### src/rtl/ws2812_pkg.sv
// Shared definitions for the WS2812 strip player: FSM states, default
// timing constants and the per-channel brightness scaler.
package ws2812_pkg;

  localparam int PIX_W          = 24;
  localparam int DEF_LED_COUNT  = 8;
  localparam int DEF_T0H        = 20;
  localparam int DEF_T1H        = 40;
  localparam int DEF_TBIT       = 63;
  localparam int DEF_TRESET     = 2500;

  typedef enum logic [2:0] {
    ST_IDLE   = 3'd0,
    ST_LOAD   = 3'd1,
    ST_BIT_HI = 3'd2,
    ST_BIT_LO = 3'd3,
    ST_LATCH  = 3'd4
  } state_e;

  // c' = (c * (br + 1)) >> 8 ; br=255 is identity, br=0 blanks the channel
  function automatic logic [7:0] scale_chan(input logic [7:0] c, input logic [7:0] br);
    logic [15:0] prod;
    prod = {8'd0, c} * ({8'd0, br} + 16'd1);
    return 8'(prod >> 8);
  endfunction

  // Reorder an {R,G,B} pixel into WS2812 wire order {G,R,B} and scale it
  function automatic logic [23:0] grb_scaled(input logic [23:0] rgb, input logic [7:0] br);
    return {scale_chan(rgb[15:8], br), scale_chan(rgb[23:16], br), scale_chan(rgb[7:0], br)};
  endfunction

endpackage

### src/rtl/ws2812_pixel_ram.sv
// Double-buffered pixel store: one write port, one registered read port.
// Contents are intentionally not reset.
module ws2812_pixel_ram
  import ws2812_pkg::*;
#(
  parameter int DEPTH = 16,
  parameter int ADW   = 4
) (
  input  logic             clk,
  input  logic             we,
  input  logic [ADW-1:0]   waddr,
  input  logic [PIX_W-1:0] wdata,
  input  logic [ADW-1:0]   raddr,
  output logic [PIX_W-1:0] rdata
);

  logic [PIX_W-1:0] mem_r [DEPTH];
  logic [PIX_W-1:0] rdata_r;

  // Write port
  always_ff @(posedge clk) begin
    if (we) begin
      mem_r[waddr] <= wdata;
    end
  end

  // Synchronous read port, one cycle latency
  always_ff @(posedge clk) begin
    rdata_r <= mem_r[raddr];
  end

  assign rdata = rdata_r;

endmodule

### src/rtl/ws2812_strip_player.sv
// Streams a double-buffered LED frame to a WS2812 strip. Pixels are written
// into the back bank; a commit swaps banks at the next frame boundary.
// Assumes TBIT - T1H >= 3 so the 2-cycle pixel prefetch fits in bit 0's low time.
module ws2812_strip_player
  import ws2812_pkg::*;
#(
  parameter int LED_COUNT = DEF_LED_COUNT,
  parameter int T0H       = DEF_T0H,
  parameter int T1H       = DEF_T1H,
  parameter int TBIT      = DEF_TBIT,
  parameter int TRESET    = DEF_TRESET,
  localparam int AW       = (LED_COUNT > 1) ? $clog2(LED_COUNT) : 1
) (
  input  logic          clk,
  input  logic          reset_n,
  input  logic          enable,
  input  logic          wr_en,
  input  logic [AW-1:0] wr_addr,
  input  logic [23:0]   wr_data,
  input  logic          commit,
  input  logic [7:0]    brightness,
  output logic          dout,
  output logic          busy,
  output logic          commit_pending,
  output logic          frame_done
);

  localparam int CW = $clog2(((TRESET > TBIT) ? TRESET : TBIT) + 1);
  localparam logic [CW-1:0] C_ONE       = CW'(1);
  localparam logic [CW-1:0] C_T0H_M1    = CW'(T0H - 1);
  localparam logic [CW-1:0] C_T1H_M1    = CW'(T1H - 1);
  localparam logic [CW-1:0] C_TBIT_M1   = CW'(TBIT - 1);
  localparam logic [CW-1:0] C_PREFETCH  = CW'(TBIT - 3);
  localparam logic [CW-1:0] C_TRESET_M1 = CW'(TRESET - 1);
  localparam logic [AW:0]   LED_COUNT_W = (AW + 1)'(LED_COUNT);
  localparam logic [AW-1:0] PIX_LAST    = AW'(LED_COUNT - 1);

  state_e        state_r, state_nxt_s;
  logic [CW-1:0] cyc_r, cyc_nxt_s;
  logic [AW-1:0] pix_r, pix_nxt_s;
  logic [4:0]    bit_r, bit_nxt_s;
  logic [23:0]   sh_r, sh_nxt_s;
  logic [CW-1:0] hi_last_s;
  logic          fd_nxt_s;
  logic          dout_r, busy_r, frame_done_r, pend_r, sel_r;
  logic          ram_we_s;
  logic [AW:0]   ram_waddr_s, ram_raddr_s;
  logic [23:0]   ram_rdata_s;

  // Bank b occupies addresses [b*LED_COUNT, b*LED_COUNT + LED_COUNT).
  // Writes go to the back bank (~sel_r), reads come from the display bank.
  assign ram_we_s    = wr_en && ({1'b0, wr_addr} < LED_COUNT_W);
  assign ram_waddr_s = sel_r ? {1'b0, wr_addr} : ({1'b0, wr_addr} + LED_COUNT_W);
  assign ram_raddr_s = sel_r ? ({1'b0, pix_r} + LED_COUNT_W) : {1'b0, pix_r};
  assign hi_last_s   = sh_r[23] ? C_T1H_M1 : C_T0H_M1;
  assign fd_nxt_s    = (state_nxt_s == ST_LATCH) && (cyc_nxt_s == C_TRESET_M1);

  ws2812_pixel_ram #(
    .DEPTH (2 * LED_COUNT),
    .ADW   (AW + 1)
  ) u_ram (
    .clk   (clk),
    .we    (ram_we_s),
    .waddr (ram_waddr_s),
    .wdata (wr_data),
    .raddr (ram_raddr_s),
    .rdata (ram_rdata_s)
  );

  // Next-state logic; cyc counts cycles within the current state/bit period
  always_comb begin
    state_nxt_s = state_r;
    cyc_nxt_s   = cyc_r + C_ONE;
    pix_nxt_s   = pix_r;
    bit_nxt_s   = bit_r;
    sh_nxt_s    = sh_r;
    case (state_r)
      ST_IDLE: begin
        cyc_nxt_s = {CW{1'b0}};
        if (enable) begin
          state_nxt_s = ST_LOAD;
          pix_nxt_s   = {AW{1'b0}};
        end else begin
          state_nxt_s = ST_IDLE;
        end
      end
      ST_LOAD: begin
        // cycle 0 presents the address, cycle 1 sees the registered data
        if (cyc_r == C_ONE) begin
          state_nxt_s = ST_BIT_HI;
          cyc_nxt_s   = {CW{1'b0}};
          bit_nxt_s   = 5'd23;
          sh_nxt_s    = grb_scaled(ram_rdata_s, brightness);
        end else begin
          state_nxt_s = ST_LOAD;
        end
      end
      ST_BIT_HI: begin
        if (cyc_r == hi_last_s) begin
          state_nxt_s = ST_BIT_LO;
        end else begin
          state_nxt_s = ST_BIT_HI;
        end
      end
      ST_BIT_LO: begin
        // Last bit of a non-final pixel hands its final 2 low cycles to LOAD
        if ((bit_r == 5'd0) && (pix_r != PIX_LAST) && (cyc_r == C_PREFETCH)) begin
          state_nxt_s = ST_LOAD;
          cyc_nxt_s   = {CW{1'b0}};
          pix_nxt_s   = pix_r + AW'(1);
        end else if (cyc_r == C_TBIT_M1) begin
          cyc_nxt_s = {CW{1'b0}};
          if (bit_r == 5'd0) begin
            state_nxt_s = ST_LATCH;
          end else begin
            state_nxt_s = ST_BIT_HI;
            bit_nxt_s   = bit_r - 5'd1;
            sh_nxt_s    = {sh_r[22:0], 1'b0};
          end
        end else begin
          state_nxt_s = ST_BIT_LO;
        end
      end
      ST_LATCH: begin
        if (cyc_r == C_TRESET_M1) begin
          cyc_nxt_s = {CW{1'b0}};
          if (enable) begin
            state_nxt_s = ST_LOAD;
            pix_nxt_s   = {AW{1'b0}};
          end else begin
            state_nxt_s = ST_IDLE;
          end
        end else begin
          state_nxt_s = ST_LATCH;
        end
      end
      default: begin
        state_nxt_s = ST_IDLE;
        cyc_nxt_s   = {CW{1'b0}};
      end
    endcase
  end

  // FSM state and datapath registers
  always_ff @(posedge clk or negedge reset_n) begin
    if (!reset_n) begin
      state_r <= ST_IDLE;
      cyc_r   <= {CW{1'b0}};
      pix_r   <= {AW{1'b0}};
      bit_r   <= 5'd0;
      sh_r    <= 24'd0;
    end else begin
      state_r <= state_nxt_s;
      cyc_r   <= cyc_nxt_s;
      pix_r   <= pix_nxt_s;
      bit_r   <= bit_nxt_s;
      sh_r    <= sh_nxt_s;
    end
  end

  // Registered outputs, computed from next state so they align with state_r
  always_ff @(posedge clk or negedge reset_n) begin
    if (!reset_n) begin
      dout_r       <= 1'b0;
      busy_r       <= 1'b0;
      frame_done_r <= 1'b0;
    end else begin
      dout_r       <= (state_nxt_s == ST_BIT_HI);
      busy_r       <= (state_nxt_s != ST_IDLE);
      frame_done_r <= fd_nxt_s;
    end
  end

  // Bank select and commit handshake; a commit on the swap edge re-arms
  always_ff @(posedge clk or negedge reset_n) begin
    if (!reset_n) begin
      sel_r  <= 1'b0;
      pend_r <= 1'b0;
    end else if (frame_done_r && pend_r) begin
      sel_r  <= ~sel_r;
      pend_r <= commit;
    end else if (!busy_r && pend_r) begin
      sel_r  <= ~sel_r;
      pend_r <= 1'b0;
    end else if (commit) begin
      pend_r <= 1'b1;
    end else begin
      pend_r <= pend_r;
    end
  end

  assign dout           = dout_r;
  assign busy           = busy_r;
  assign frame_done     = frame_done_r;
  assign commit_pending = pend_r;

endmodule

### config.mk
export PLATFORM = sky130hd
export DESIGN_NAME = ws2812_strip_player
export DESIGN_NICKNAME = d
export VERILOG_FILES = /design/src/rtl/ws2812_pkg.sv /design/src/rtl/ws2812_pixel_ram.sv /design/src/rtl/ws2812_strip_player.sv
export SDC_FILE = /design/constraint.sdc
export NUM_CORES = 1
export LEC_CHECK = 0
export ABC_AREA = 1
export CAP_MARGIN = 5
export CELL_PAD_IN_SITES_DETAIL_PLACEMENT = 0
export CELL_PAD_IN_SITES_GLOBAL_PLACEMENT = 2
export CORE_MARGIN = 4
export CORE_UTILIZATION = 30
export CTS_CLUSTER_SIZE = 14
export DETAILED_ROUTE_END_ITERATION = 7
export PLACE_DENSITY = 0.67
export SYNTH_ARGS = -nofsm -noshare
export SYNTH_HDL_FRONTEND = slang
export SYNTH_HIERARCHICAL = 1
export SYNTH_SLANG_ARGS = --single-unit
### constraint.sdc
create_clock -name clk -period 11.7 [get_ports clk]
set_clock_uncertainty 0.15 [all_clocks]
set_input_delay 1.755 -clock clk [delete_from_list [all_inputs] [get_ports clk]]
set_output_delay 1.755 -clock clk [all_outputs]
set_load 0.01 [all_outputs]
==> results of run 1 <==
flip-flops by register name, indices dropped and copies added, names as in the netlist:
name            flops
u_ram/mem_r       384
sh_r               24
u_ram/rdata        24
cyc_r              12
bit_r               5
pix_r               3
state_r             3
busy                1
commit_pending      1
dout                1
frame_done          1
sel_r               1
worst max-delay path: stages:
cell and delay [ns]:
sky130_fd_sc_hd__clkdlybuf4s50_1 0.46, sky130_fd_sc_hd__buf_4 0.27, sky130_fd_sc_hd__ha_1 0.23, sky130_fd_sc_hd__nand2_1 0.08, sky130_fd_sc_hd__nor2_2 0.16, sky130_fd_sc_hd__nand2_1 0.10, sky130_fd_sc_hd__nand2_1 0.62, sky130_fd_sc_hd__inv_1 0.33
sky130_fd_sc_hd__nand2_1 0.17, sky130_fd_sc_hd__fa_1 0.45, sky130_fd_sc_hd__fa_1 0.55, sky130_fd_sc_hd__inv_1 0.06, sky130_fd_sc_hd__fa_1 0.48, sky130_fd_sc_hd__inv_1 0.05, sky130_fd_sc_hd__fa_1 0.47, sky130_fd_sc_hd__inv_1 0.04
sky130_fd_sc_hd__ha_1 0.30, sky130_fd_sc_hd__nand2_1 0.12, sky130_fd_sc_hd__nor3_1 0.27, sky130_fd_sc_hd__nand2_1 0.09, sky130_fd_sc_hd__or2_2 0.31, sky130_fd_sc_hd__nand3_1 0.09, sky130_fd_sc_hd__nand3_1 0.08, sky130_fd_sc_hd__nand2_1 0.08
sky130_fd_sc_hd__o21ai_0 0.07
final cells by class:
cell class,count,area (µm²)
diodes,2,5.00
clock buffers,68,1460
clock inverters,32,317
fillers,9148,58100
inverters,591,2230
multi-input cells,1849,10800
flip-flops and latches,460,13300
well taps,1165,1460
repair buffers,77,681
synthesized netlist by cell type (2+ instances only):
master                     instances  area share
sky130_fd_sc_hd__a21o_1            5      0.0014
sky130_fd_sc_hd__a21oi_1          45      0.0084
sky130_fd_sc_hd__buf_1            10      0.0014
sky130_fd_sc_hd__buf_2            49      0.0092
sky130_fd_sc_hd__buf_4            18      0.0051
sky130_fd_sc_hd__buf_6             3      0.0013
sky130_fd_sc_hd__clkbuf_1         23      0.0032
sky130_fd_sc_hd__clkinv_1          2     0.00028
sky130_fd_sc_hd__dfrtp_1          52       0.049
sky130_fd_sc_hd__dfxtp_1          24       0.018
sky130_fd_sc_hd__edfxtp_1        384        0.43
sky130_fd_sc_hd__fa_1            120       0.090
sky130_fd_sc_hd__ha_1            104       0.049
sky130_fd_sc_hd__inv_1           582       0.082
sky130_fd_sc_hd__inv_2             7     0.00098
sky130_fd_sc_hd__nand2_1         824        0.12
sky130_fd_sc_hd__nand2_2           2     0.00047
sky130_fd_sc_hd__nand3_1         368       0.069
sky130_fd_sc_hd__nand3_2           2     0.00075
sky130_fd_sc_hd__nand3b_1          9      0.0025
sky130_fd_sc_hd__nand4_1          11      0.0026
sky130_fd_sc_hd__nor2_1          270       0.038
sky130_fd_sc_hd__nor2_2            5      0.0012
sky130_fd_sc_hd__nor3_1            5     0.00094
sky130_fd_sc_hd__nor4_1            2     0.00047
sky130_fd_sc_hd__o211ai_1          6      0.0017
sky130_fd_sc_hd__o21ai_0          38      0.0071
sky130_fd_sc_hd__o21bai_1          5      0.0014
sky130_fd_sc_hd__xnor2_1           7      0.0023
sky130_fd_sc_hd__xor2_1           10      0.0033
placed cells by master, fill, tap and decap left out, types with 3 or more instances in the layout:
master	count
sky130_fd_sc_hd__inv_1	580
sky130_fd_sc_hd__nand2_1	824
sky130_fd_sc_hd__nor2_1	254
sky130_fd_sc_hd__a21o_1	5
sky130_fd_sc_hd__xnor2_1	7
sky130_fd_sc_hd__clkinv_1	12
sky130_fd_sc_hd__clkbuf_16	56
sky130_fd_sc_hd__clkbuf_1	11
sky130_fd_sc_hd__ha_1	104
sky130_fd_sc_hd__nor3_1	5
sky130_fd_sc_hd__xor2_1	10
sky130_fd_sc_hd__edfxtp_1	384
sky130_fd_sc_hd__o21ai_0	38
sky130_fd_sc_hd__dfrtp_1	49
sky130_fd_sc_hd__nand4_1	11
sky130_fd_sc_hd__dfxtp_1	24
sky130_fd_sc_hd__nor2_2	5
sky130_fd_sc_hd__nor2_4	17
sky130_fd_sc_hd__inv_2	7
sky130_fd_sc_hd__clkinvlp_4	3
sky130_fd_sc_hd__o211ai_1	6
sky130_fd_sc_hd__nand3b_1	9
sky130_fd_sc_hd__a21oi_1	45
sky130_fd_sc_hd__bufinv_16	3
sky130_fd_sc_hd__nand3_1	368
sky130_fd_sc_hd__clkinv_2	11
sky130_fd_sc_hd__o21bai_1	5
sky130_fd_sc_hd__fa_1	120
sky130_fd_sc_hd__buf_4	34
sky130_fd_sc_hd__clkinv_16	3
sky130_fd_sc_hd__clkdlybuf4s50_1	42
cells by family after synthesis:
kind of cell	share of synthesized area
AOI/OAI and AO/OA	0.0215
xor gates and xnor gates	0.00618
DFF	0.498
adders and majority gates	0.138
and+or+nand+nor	0.233
buffers and inverters	0.103
final timing paths:
check,start,endpoint,slack [ns],depth (start not counted)
worst max-delay path,brightness[0],sh_r[12],4.38,25
worst min-delay path,sh_r[13],sh_r[13],0.33,2
worst max register to register,u_ram/rdata[18],sh_r[12],7.15,17
worst min register to register,sh_r[13],sh_r[13],0.33,2
max in group asynchronous,reset_n,pix_r[0],9.65,2
min in group asynchronous,reset_n,sh_r[15],1.13,2
per-stage QoR:
step / cell area (µm²) / worst slack [ns] / hold slack (ns)
detailed placement: 28500 / 3.69 / 0.316
global route: 30300 / 4.01 / 0.346
global placement: 28500 / 3.80 / 0.316
finish: 30300 / 4.38 / 0.327
floorplan: 26700 / 5.30 / 0.299
CTS: 30300 / 4.42 / 0.331
metal layers:
metal	vias up	GRT usage	wire, µm	share of wire
li1	9472	-	-	-
met1	9486	0.213	33900	0.44
met2	378	0.285	37000	0.48
met3	101	0.0267	3820	0.050
met4	2	0.0444	1880	0.025
met5	-	0	9	0.00012
==> qor.log, run 1 <==
INFO  placed_design  place_inst=4142
INFO  status         outcome=complete, no violations
INFO  yosys          synth_cell_types=41
INFO  setup_path     worst_ep_required_time=12.08ns
INFO  setup_path     criticalPathCategory=in -> reg
INFO  yosys          ys.flop_type=sky130_fd_sc_hd__edfxtp_1
INFO  cts            clk_transition_reported_paths=0.06ns
INFO  route          wl_per_cell=18.1µm
INFO  global_route   maximum_number_of_pins_on_one_net_before_global_route_repair=114
INFO  placed_design  gpl.final_weighted_congestion=0.788
INFO  cts            clock_latency=0.65ns
INFO  sta            post-route-period-util=0.626
INFO  global_route   number_of_global_route_vias_before_repair=20017
INFO  cts            cts_made_buffers=56
INFO  min_path       hold_path_class=reg -> reg
INFO  die            core=88400µm²
INFO  finish         share_of_cells_above_drive_strength_1=0.0510
INFO  die            die_width=307µm
INFO  yosys          ys_warn_count=6
INFO  yosys          syn_inst=3003
INFO  cts            clock_tree_from_tritoncts=yes
INFO  die            ios=44
INFO  sta            shortest_period_the_worst_path_allows=7.32ns
INFO  finish         layout.cells.non_filler=4244
INFO  finish         post-route-util=0.342
INFO  yosys          post_synth.cell_area_avg=8.91µm²
INFO  global_route   grt_antenna_before_repair=6
INFO  cts            htree_num_levels=2
INFO  cts            cts_repair_resize_count=0
INFO  yosys          seq_area_frac_synth=0.498
INFO  yosys          postSynthNetCount=3267
INFO  sta            fmaxAchievable=0.137GHz
INFO  flow_run       max-cap-violations=0
INFO  sta            report.final.hold_viol_count=0
INFO  setup_path     crit_end_category=flop
INFO  route          routed_wirelength=76.6mm
INFO  setup_path     worst_ep_arrival_time=7.70ns
INFO  route          via_count_of_the_routed_design=19439
INFO  global_route   grt_first_pass_wirelength=119mm
INFO  global_route   globalRouteTotalUtil=0.164
INFO  route          remaining_drc_errors=0
INFO  yosys          mappedNetlistArea=26700µm²
INFO  setup_path     setup.worst_path.start_class=input pin
INFO  yosys          synth-seq-cells=460
INFO  sta            setup_total_negative_slack=0ns
INFO  sta            setup_viol=0
INFO  cts            clock-sinks=460
INFO  cts            clockBufferDepth=3
INFO  route          drt_pass1_iterations=5
INFO  sta            worst-slew-pin-transition=0.963ns
INFO  route          route.antenna.remaining_nets=0
INFO  die            floorplan.die_area=94000µm²
INFO  die            placementRows=109
INFO  setup_path     critPathMaxFanout=21
INFO  yosys          synth_edf_count=384
INFO  finish         nNetsFinal=3299
INFO  placed_design  placement.io_buffers=43
INFO  yosys          asyncSetResetFlopFracSynth=0.113
INFO  sta            rsz0062_at_grt=no
INFO  cts            postCtsSetupBuffers=0
INFO  placed_design  place.detailed.hpwl=46.4mm
INFO  cts            clock-root-buffer=sky130_fd_sc_hd__clkbuf_16
INFO  global_route   overflow=0
INFO  sta            report.final.slew_viol_count=0
INFO  die            start_util=0.303
INFO  sta            slew_headroom=0.356
INFO  cts            hold_buffers=0
INFO  route          drt_first_iter_violations=1220
INFO  finish         area_overhead_of_the_layout_relative_to_synthesis=13.1%
INFO  die            die_h=307µm
INFO  route          vias_per_cell=4.58
Power of run 1 is not shown: default switching activity piles up to over one toggle a cycle in this logic, so the estimate is an artifact.
==> run 2, diff against run 1 <==
Clock period 11.7 ns to 7.38 ns, I/O delays scaled along.
==> run 2 against run 1 <==
Sequential share of layout area shrank 0.060 points. First-iteration DRC count grew 6.0%. Worst hold slack barely moved. Critical path depth decreased by 1. Cell area rose by 0.14%. Via count is 1.3% lower. Register-to-register slack worse by 4.3 ns. Count of clock-buffer cells in the layout increased by 2. Global-route usage fell by 0.35 points.
==> qor.log, run 2 (synthesis results as in run 1) <==
INFO  setup_path     crit_slowest_cell=sky130_fd_sc_hd__clkdlybuf4s50_1
INFO  cts            clock-root-buffer=sky130_fd_sc_hd__clkbuf_16
INFO  finish         area_overhead_of_the_layout_relative_to_synthesis=13.3%
INFO  cts            clock_tree_from_tritoncts=yes
INFO  die            start_util=0.303 [unchanged]
INFO  global_route   grt_antenna_before_repair=8 [+2]
INFO  route          wl_per_cell=17.8µm [-1.5%]
INFO  cts            hold_buffers=0 [unchanged]
INFO  route          vias_per_cell=4.52 [-1.4%]
INFO  global_route   grt_first_pass_wirelength=116mm [-2.5%]
INFO  placed_design  gpl.final_weighted_congestion=0.808 [+2.5%]
INFO  min_path       hold_path_class=reg -> reg
INFO  die            floorplan.die_area=94000µm² [unchanged]
INFO  finish         share_of_cells_above_drive_strength_1=0.0493 [-0.00169]
INFO  global_route   overflow=0 [unchanged]
INFO  setup_path     critical_path.startpoint=brightness[0]
INFO  setup_path     cp.buffers_inverters=4 [-2]
INFO  setup_path     setup.worst_path.start_class=input pin
INFO  global_route   maximum_number_of_pins_on_one_net_before_global_route_repair=142 [+25%]
INFO  route          route.antenna.remaining_nets=0 [unchanged]
INFO  die            ios=44 [unchanged]
INFO  setup_path     cp_common_cell=sky130_fd_sc_hd__nand2_1
INFO  sta            setup_total_negative_slack=0ns [unchanged]
INFO  cts            clock_latency=0.63ns [-0.02 ns]
INFO  global_route   number_of_global_route_vias_before_repair=19132 [-4.4%]
INFO  cts            cts_made_buffers=55 [-1.8%]
INFO  route          via_count_of_the_routed_design=19192 [-1.3%]
INFO  cts            htree_num_levels=2 [unchanged]
INFO  die            die_h=307µm [unchanged]
INFO  sta            slew_headroom=0.279 [-0.0770]
INFO  finish         fillerInstances=9063 [-0.93%]
INFO  placed_design  placement.io_buffers=43 [unchanged]
INFO  setup_path     worst_ep_arrival_time=6.59ns [-1.11 ns]
INFO  cts            cts_repair_resize_count=0 [unchanged]
INFO  die            placementRows=109 [unchanged]
INFO  sta            rsz0062_at_grt=no
INFO  min_path       min_from=sh_r[0]
INFO  flow_run       max-cap-violations=0 [unchanged]
INFO  finish         mostFrequentLayoutCell=sky130_fd_sc_hd__nand2_1
INFO  route          routed_wirelength=75.5mm [-1.4%]
INFO  route          drt_first_iter_violations=1293 [+6.0%]
INFO  setup_path     cpLargestDelayFamily=adder cells
INFO  cts            clk_transition_reported_paths=0.06ns [about the same]
INFO  sta            post-route-period-util=0.843
INFO  cts            postCtsSetupBuffers=0 [unchanged]
INFO  finish         most_frequent_cells_in_the_layout=824 x sky130_fd_sc_hd__nand2_1, 580 x sky130_fd_sc_hd__inv_1, 384 x sky130_fd_sc_hd__edfxtp_1, 368 x sky130_fd_sc_hd__nand3_1, 254 x sky130_fd_sc_hd__nor2_1
INFO  die            core=88400µm² [unchanged]
INFO  sta            fmaxAchievable=0.161GHz
INFO  finish         multiInputGateArea=10800µm² [unchanged]
INFO  setup_path     worst_ep_required_time=7.74ns [-4.34 ns]
INFO  cts            clock-sinks=460 [unchanged]
INFO  finish         nNetsFinal=3300 [+0.030%]
INFO  sta            shortest_period_the_worst_path_allows=6.22ns
INFO  route          remaining_drc_errors=0 [unchanged]
INFO  setup_path     cpPeakStageDelay=0.51ns [-0.11 ns]
INFO  setup_path     crit_end_category=flop
INFO  finish         largest_reg_flops=384 [unchanged]
INFO  sta            setup_viol=0 [unchanged]
INFO  placed_design  place.detailed.hpwl=46.0mm [-0.78%]
INFO  setup_path     critPathMaxFanout=18 [-14%]
INFO  finish         seq_area=13300µm² [unchanged]
INFO  cts            clockBufferDepth=3 [unchanged]
INFO  global_route   globalRouteTotalUtil=0.161 [-0.00346]
INFO  finish         register_bank_with_the_most_flops=u_ram/mem_r
INFO  setup_path     timing.critical_path.cells=clkdlybuf4s50_1 > ha_1 > nand2_1 > nor2_2 > nand2_1 > nor2_2 > xor2_2 > inv_2 > nor2_1 > fa_1 > fa_1 > fa_1 > inv_1 > fa_1 > inv_1 > ha_1 > nand2_1 > nor2_1 > nand2_1 > or2_2 > nand3_1 > nand3_1 > nand2_1 > o21ai_0
INFO  sta            report.final.slew_viol_count=0 [unchanged]
INFO  status         outcome=complete, no violations
INFO  setup_path     criticalPathCategory=in -> reg
INFO  die            die_width=307µm [unchanged]
INFO  setup_path     worst_r2r_startpoint=u_ram/rdata[18]
INFO  sta            worst-slew-pin-transition=1.08ns [+0.118 ns]
INFO  route          drt_pass1_iterations=5 [unchanged]
INFO  sta            report.final.hold_viol_count=0 [unchanged]
## run 2: cell count changes in the layout (fill, tap and decap cells not counted), sizes merged
cell | previous run | this run
buf | 35 | 37
clkinv | 27 | 26
clkbuf | 68 | 70
bufinv | 3 | 6
clkinvlp | 3 | 1
## run 2: layer usage
| metal | global-route usage | routed length [µm] | vias up |
|---|---|---|---|
| li1 | - | - | 9493 |
| met1 | 0.217 | 35000 | 9299 |
| met2 | 0.271 | 35900 | 296 |
| met3 | 0.0256 | 3100 | 98 |
| met4 | 0.0385 | 1530 | 6 |
| met5 | 0 | 39 | - |
## run 2: worst min-delay path: cells and delay by family (launching register included)
| kind | cells | cell delay (ns) |
|---|---|---|
| simple gates | 2 | 0.11 |
| flops | 1 | 0.34 |
## run 2: stage by stage
| stage | setup WS [ns] | instance area, µm² | std cells | hold WS, ns | util |
|---|---|---|---|---|---|
| 5_1_grt | 0.669 | 30300 | 4246 | 0.357 | 0.343 |
| 3_3_place_gp | 0.540 | 28500 | 4144 | 0.317 | 0.323 |
| 2_1_floorplan | 1.63 | 26700 | 3003 | 0.299 | - |
| 3_5_place_dp | 0.471 | 28500 | 4144 | 0.316 | 0.323 |
| 6_report | 1.16 | 30300 | 4248 | 0.327 | 0.343 |
| 4_1_cts | 1.18 | 30300 | 4246 | 0.333 | 0.343 |
## run 2: worst paths after layout
| path | slack [ns] | depth (start not counted) | to |
|---|---|---|---|
| worst max-delay path | 1.16 | 24 | sh_r[12] |
| worst min-delay path | 0.33 | 2 | sh_r[0] |
| worst max register to register | 2.90 | 17 | sh_r[12] |
| worst min register to register | 0.33 | 2 | sh_r[0] |
| max in group asynchronous | 6.00 | 2 | pix_r[1] |
| min in group asynchronous | 0.49 | 2 | sh_r[8] |
## run 2: final cells by class
| type | instances | share of cell area |
|---|---|---|
| antenna | 2 | 0.000165 |
| clock buffer | 70 | 0.0473 |
| clock inverter | 32 | 0.0117 |
| inverter | 591 | 0.0735 |
| multi-input combinational | 1849 | 0.356 |
| sequential | 460 | 0.440 |
| tap | 1165 | 0.0481 |
| timing repair buffer | 79 | 0.0234 |
Power of run 2 is left out for the same reason.
==> run 3, diff against run 2 <==
Settings changed: PLACE_DENSITY 0.67 to 0.69.
Clock period 7.38 ns to 5.3 ns, I/O delays scaled along.
==> run 3 against run 2 <==
Non-clock buffer count is 109 higher. Flip-flop and latch count stayed put. Critical path depth is 1 higher. Register-to-register slack worse by 2.0 ns. First-iteration DRC count is 11% lower. Cell area is 4.3% higher. Worst hold slack worse by 0.30 ns. Cell count is 2.5% higher. Core utilization is 1.5 points higher. Critical path type unchanged.
==> qor.log, run 3 (synthesis results as in run 1) <==
INFO  status         outcome=complete, no violations
INFO  setup_path     critPathMaxFanout=4 [-14]
INFO  cts            cts_made_buffers=53 [-3.6%]
INFO  finish         post-route-util=0.358 [+0.0148]
INFO  die            placementRows=109 [unchanged]
INFO  sta            setup_viol=0 [unchanged]
INFO  sta            report.final.hold_viol_count=0 [unchanged]
INFO  die            floorplan.die_area=94000µm² [unchanged]
INFO  route          route.antenna.remaining_nets=0 [unchanged]
INFO  setup_path     worstRegToRegCells=19 [+2]
INFO  sta            shortest_period_the_worst_path_allows=5.03ns
INFO  setup_path     worst_ep_arrival_time=5.37ns [-1.22 ns]
INFO  global_route   globalRouteTotalUtil=0.161 [about the same]
INFO  placed_design  placement.io_buffers=43 [unchanged]
INFO  die            core=88400µm² [unchanged]
INFO  die            ios=44 [unchanged]
INFO  placed_design  gpl.final_weighted_congestion=0.830 [+2.8%]
INFO  route          routed_wirelength=75.7mm [+0.23%]
INFO  setup_path     setup.reg_to_reg.worst_slack=0.91ns [-1.99 ns]
INFO  setup_path     worst_ep_required_time=5.64ns [-2.10 ns]
INFO  cts            clock_tree_from_tritoncts=yes
INFO  route          remaining_drc_errors=0 [unchanged]
INFO  global_route   overflow=0 [unchanged]
INFO  cts            clockBufferDepth=3 [unchanged]
INFO  finish         area_overhead_of_the_layout_relative_to_synthesis=18.2%
INFO  finish         mostFrequentLayoutCell=sky130_fd_sc_hd__nand2_1
INFO  cts            clk_transition_reported_paths=0.06ns [about the same]
INFO  finish         largest_reg_flops=384 [unchanged]
INFO  global_route   grt_first_pass_wirelength=117mm [+0.72%]
INFO  setup_path     setup.worst_path.start_class=input pin
INFO  sta            post-route-period-util=0.949
INFO  sta            fmaxAchievable=0.199GHz
INFO  route          vias_per_cell=4.49 [-0.63%]
INFO  finish         register_bank_with_the_most_flops=u_ram/mem_r
INFO  min_path       hold_path_class=in -> async
INFO  setup_path     regToRegEndpoint=sh_r[21]
INFO  cts            clock-root-buffer=sky130_fd_sc_hd__clkbuf_16
INFO  finish         share_of_cells_above_drive_strength_1=0.106 [+0.0567]
INFO  global_route   maximum_number_of_pins_on_one_net_before_global_route_repair=139 [-2.1%]
INFO  setup_path     worst_r2r_startpoint=u_ram/rdata[11]
INFO  sta            slew_headroom=0.183 [-0.0968]
INFO  finish         nNetsFinal=3408 [+3.3%]
INFO  cts            hold_buffers=0 [unchanged]
INFO  global_route   number_of_global_route_vias_before_repair=19694 [+2.9%]
INFO  route          drt_pass1_iterations=5 [unchanged]
INFO  cts            htree_num_levels=2 [unchanged]
INFO  setup_path     criticalPathCategory=in -> reg
INFO  die            die_width=307µm [unchanged]
INFO  cts            clock_latency=0.62ns [about the same]
INFO  die            start_util=0.303 [unchanged]
INFO  route          via_count_of_the_routed_design=19555 [+1.9%]
INFO  finish         fillerInstances=9030 [-0.36%]
INFO  finish         most_frequent_cells_in_the_layout=812 x sky130_fd_sc_hd__nand2_1, 574 x sky130_fd_sc_hd__inv_1, 384 x sky130_fd_sc_hd__edfxtp_1, 367 x sky130_fd_sc_hd__nand3_1, 237 x sky130_fd_sc_hd__nor2_1
INFO  setup_path     crit_end_category=flop
INFO  cts            clock-sinks=460 [unchanged]
INFO  die            die_h=307µm [unchanged]
INFO  route          drt_first_iter_violations=1150 [-11%]
INFO  sta            worst-slew-pin-transition=1.22ns [+0.142 ns]
INFO  flow_run       max-cap-violations=0 [unchanged]
INFO  placed_design  place.detailed.hpwl=48.3mm [+4.9%]
INFO  global_route   grt_antenna_before_repair=11 [+3]
INFO  route          wl_per_cell=17.4µm [-2.3%]
INFO  sta            report.final.slew_viol_count=0 [unchanged]
INFO  sta            rsz0062_at_grt=no
[run 3: changes by cell type in the layout (fill, tap and decap cells not counted), sizes merged]
cell	previous run	this run
clkdlybuf4s50	42	37
diode	2	4
inv	590	589
clkinvlp	1	3
clkbuf	70	74
clkinv	26	20
buf	37	146
dlymetal6s2s	0	3
[run 3: layout make-up]
type	instances	area, µm²	share of cell area
flip-flops and latches	460	13300	0.421
multi-input cells	1849	11200	0.356
inverters	591	2230	0.0707
repair buffers	188	1590	0.0504
well taps	1165	1460	0.0461
clock buffers	72	1430	0.0452
clock inverters	26	314	0.00994
diodes	4	10.0	0.000317
repair inverters	1	7.51	0.000238
[run 3: worst max-delay path by stage]
stage                  startpoint  endpoint  cells after the start
floorplan           brightness[0]  sh_r[12]                     24
global placement    brightness[2]   sh_r[6]                     23
CTS                 brightness[2]  sh_r[14]                     26
global route        brightness[0]  sh_r[15]                     29
detailed placement  brightness[0]  sh_r[21]                     26
finish              brightness[0]  sh_r[12]                     25
[run 3: repair_timing]
action / CTS / global route
cloned: 1 / 0
endpoints found under the setup margin: 12 / 23
gates resized for setup: 22 / 74
setup buffers: 6 / 7
pin swaps: 13 / 39
[run 3: worst max-delay path: stages]
cell                         delay, ns
sky130_fd_sc_hd__clkbuf_2         0.11
sky130_fd_sc_hd__ha_2             0.18
sky130_fd_sc_hd__nand2_1          0.10
sky130_fd_sc_hd__nor2_4           0.14
sky130_fd_sc_hd__nand2_2          0.08
sky130_fd_sc_hd__nor2_4           0.18
sky130_fd_sc_hd__xor2_4           0.26
sky130_fd_sc_hd__clkinvlp_4       0.16
sky130_fd_sc_hd__buf_6            0.15
sky130_fd_sc_hd__nor2_4           0.09
sky130_fd_sc_hd__fa_1             0.41
sky130_fd_sc_hd__fa_1             0.51
sky130_fd_sc_hd__fa_1             0.54
sky130_fd_sc_hd__inv_2            0.04
sky130_fd_sc_hd__fa_1             0.51
sky130_fd_sc_hd__inv_2            0.05
sky130_fd_sc_hd__ha_4             0.30
sky130_fd_sc_hd__nand2_4          0.07
sky130_fd_sc_hd__nor2_4           0.10
sky130_fd_sc_hd__nand2_1          0.05
sky130_fd_sc_hd__or2_4            0.25
sky130_fd_sc_hd__nand3_1          0.08
sky130_fd_sc_hd__nand3_1          0.07
sky130_fd_sc_hd__nand2_1          0.08
sky130_fd_sc_hd__o21ai_0          0.07
[run 3: metal layers]
layer  track usage  routed length (µm)  vias up
li1              -                   -     9704
met1         0.210               34100     9438
met2         0.277               36600      313
met3        0.0291                3480       94
met4        0.0399                1510        6
met5             0                  46        -
[run 3: metrics by stage]
stage                     hold slack (ns)  cells  area, µm²  worst slack [ns]  setup TNS, ns
final                              0.0301   4356      31600             0.270              0
after global routing               0.0399   4352      31600            0.0239              0
after CTS                          0.0102   4345      31200            0.0418              0
after detailed placement            0.317   4240      29300            -0.777         -15.08
after global placement              0.317   4240      29300            -0.693         -14.01
after floorplan                     0.299   3003      26800           -0.0536        -0.0819
Power of run 3 is left out for the same reason.
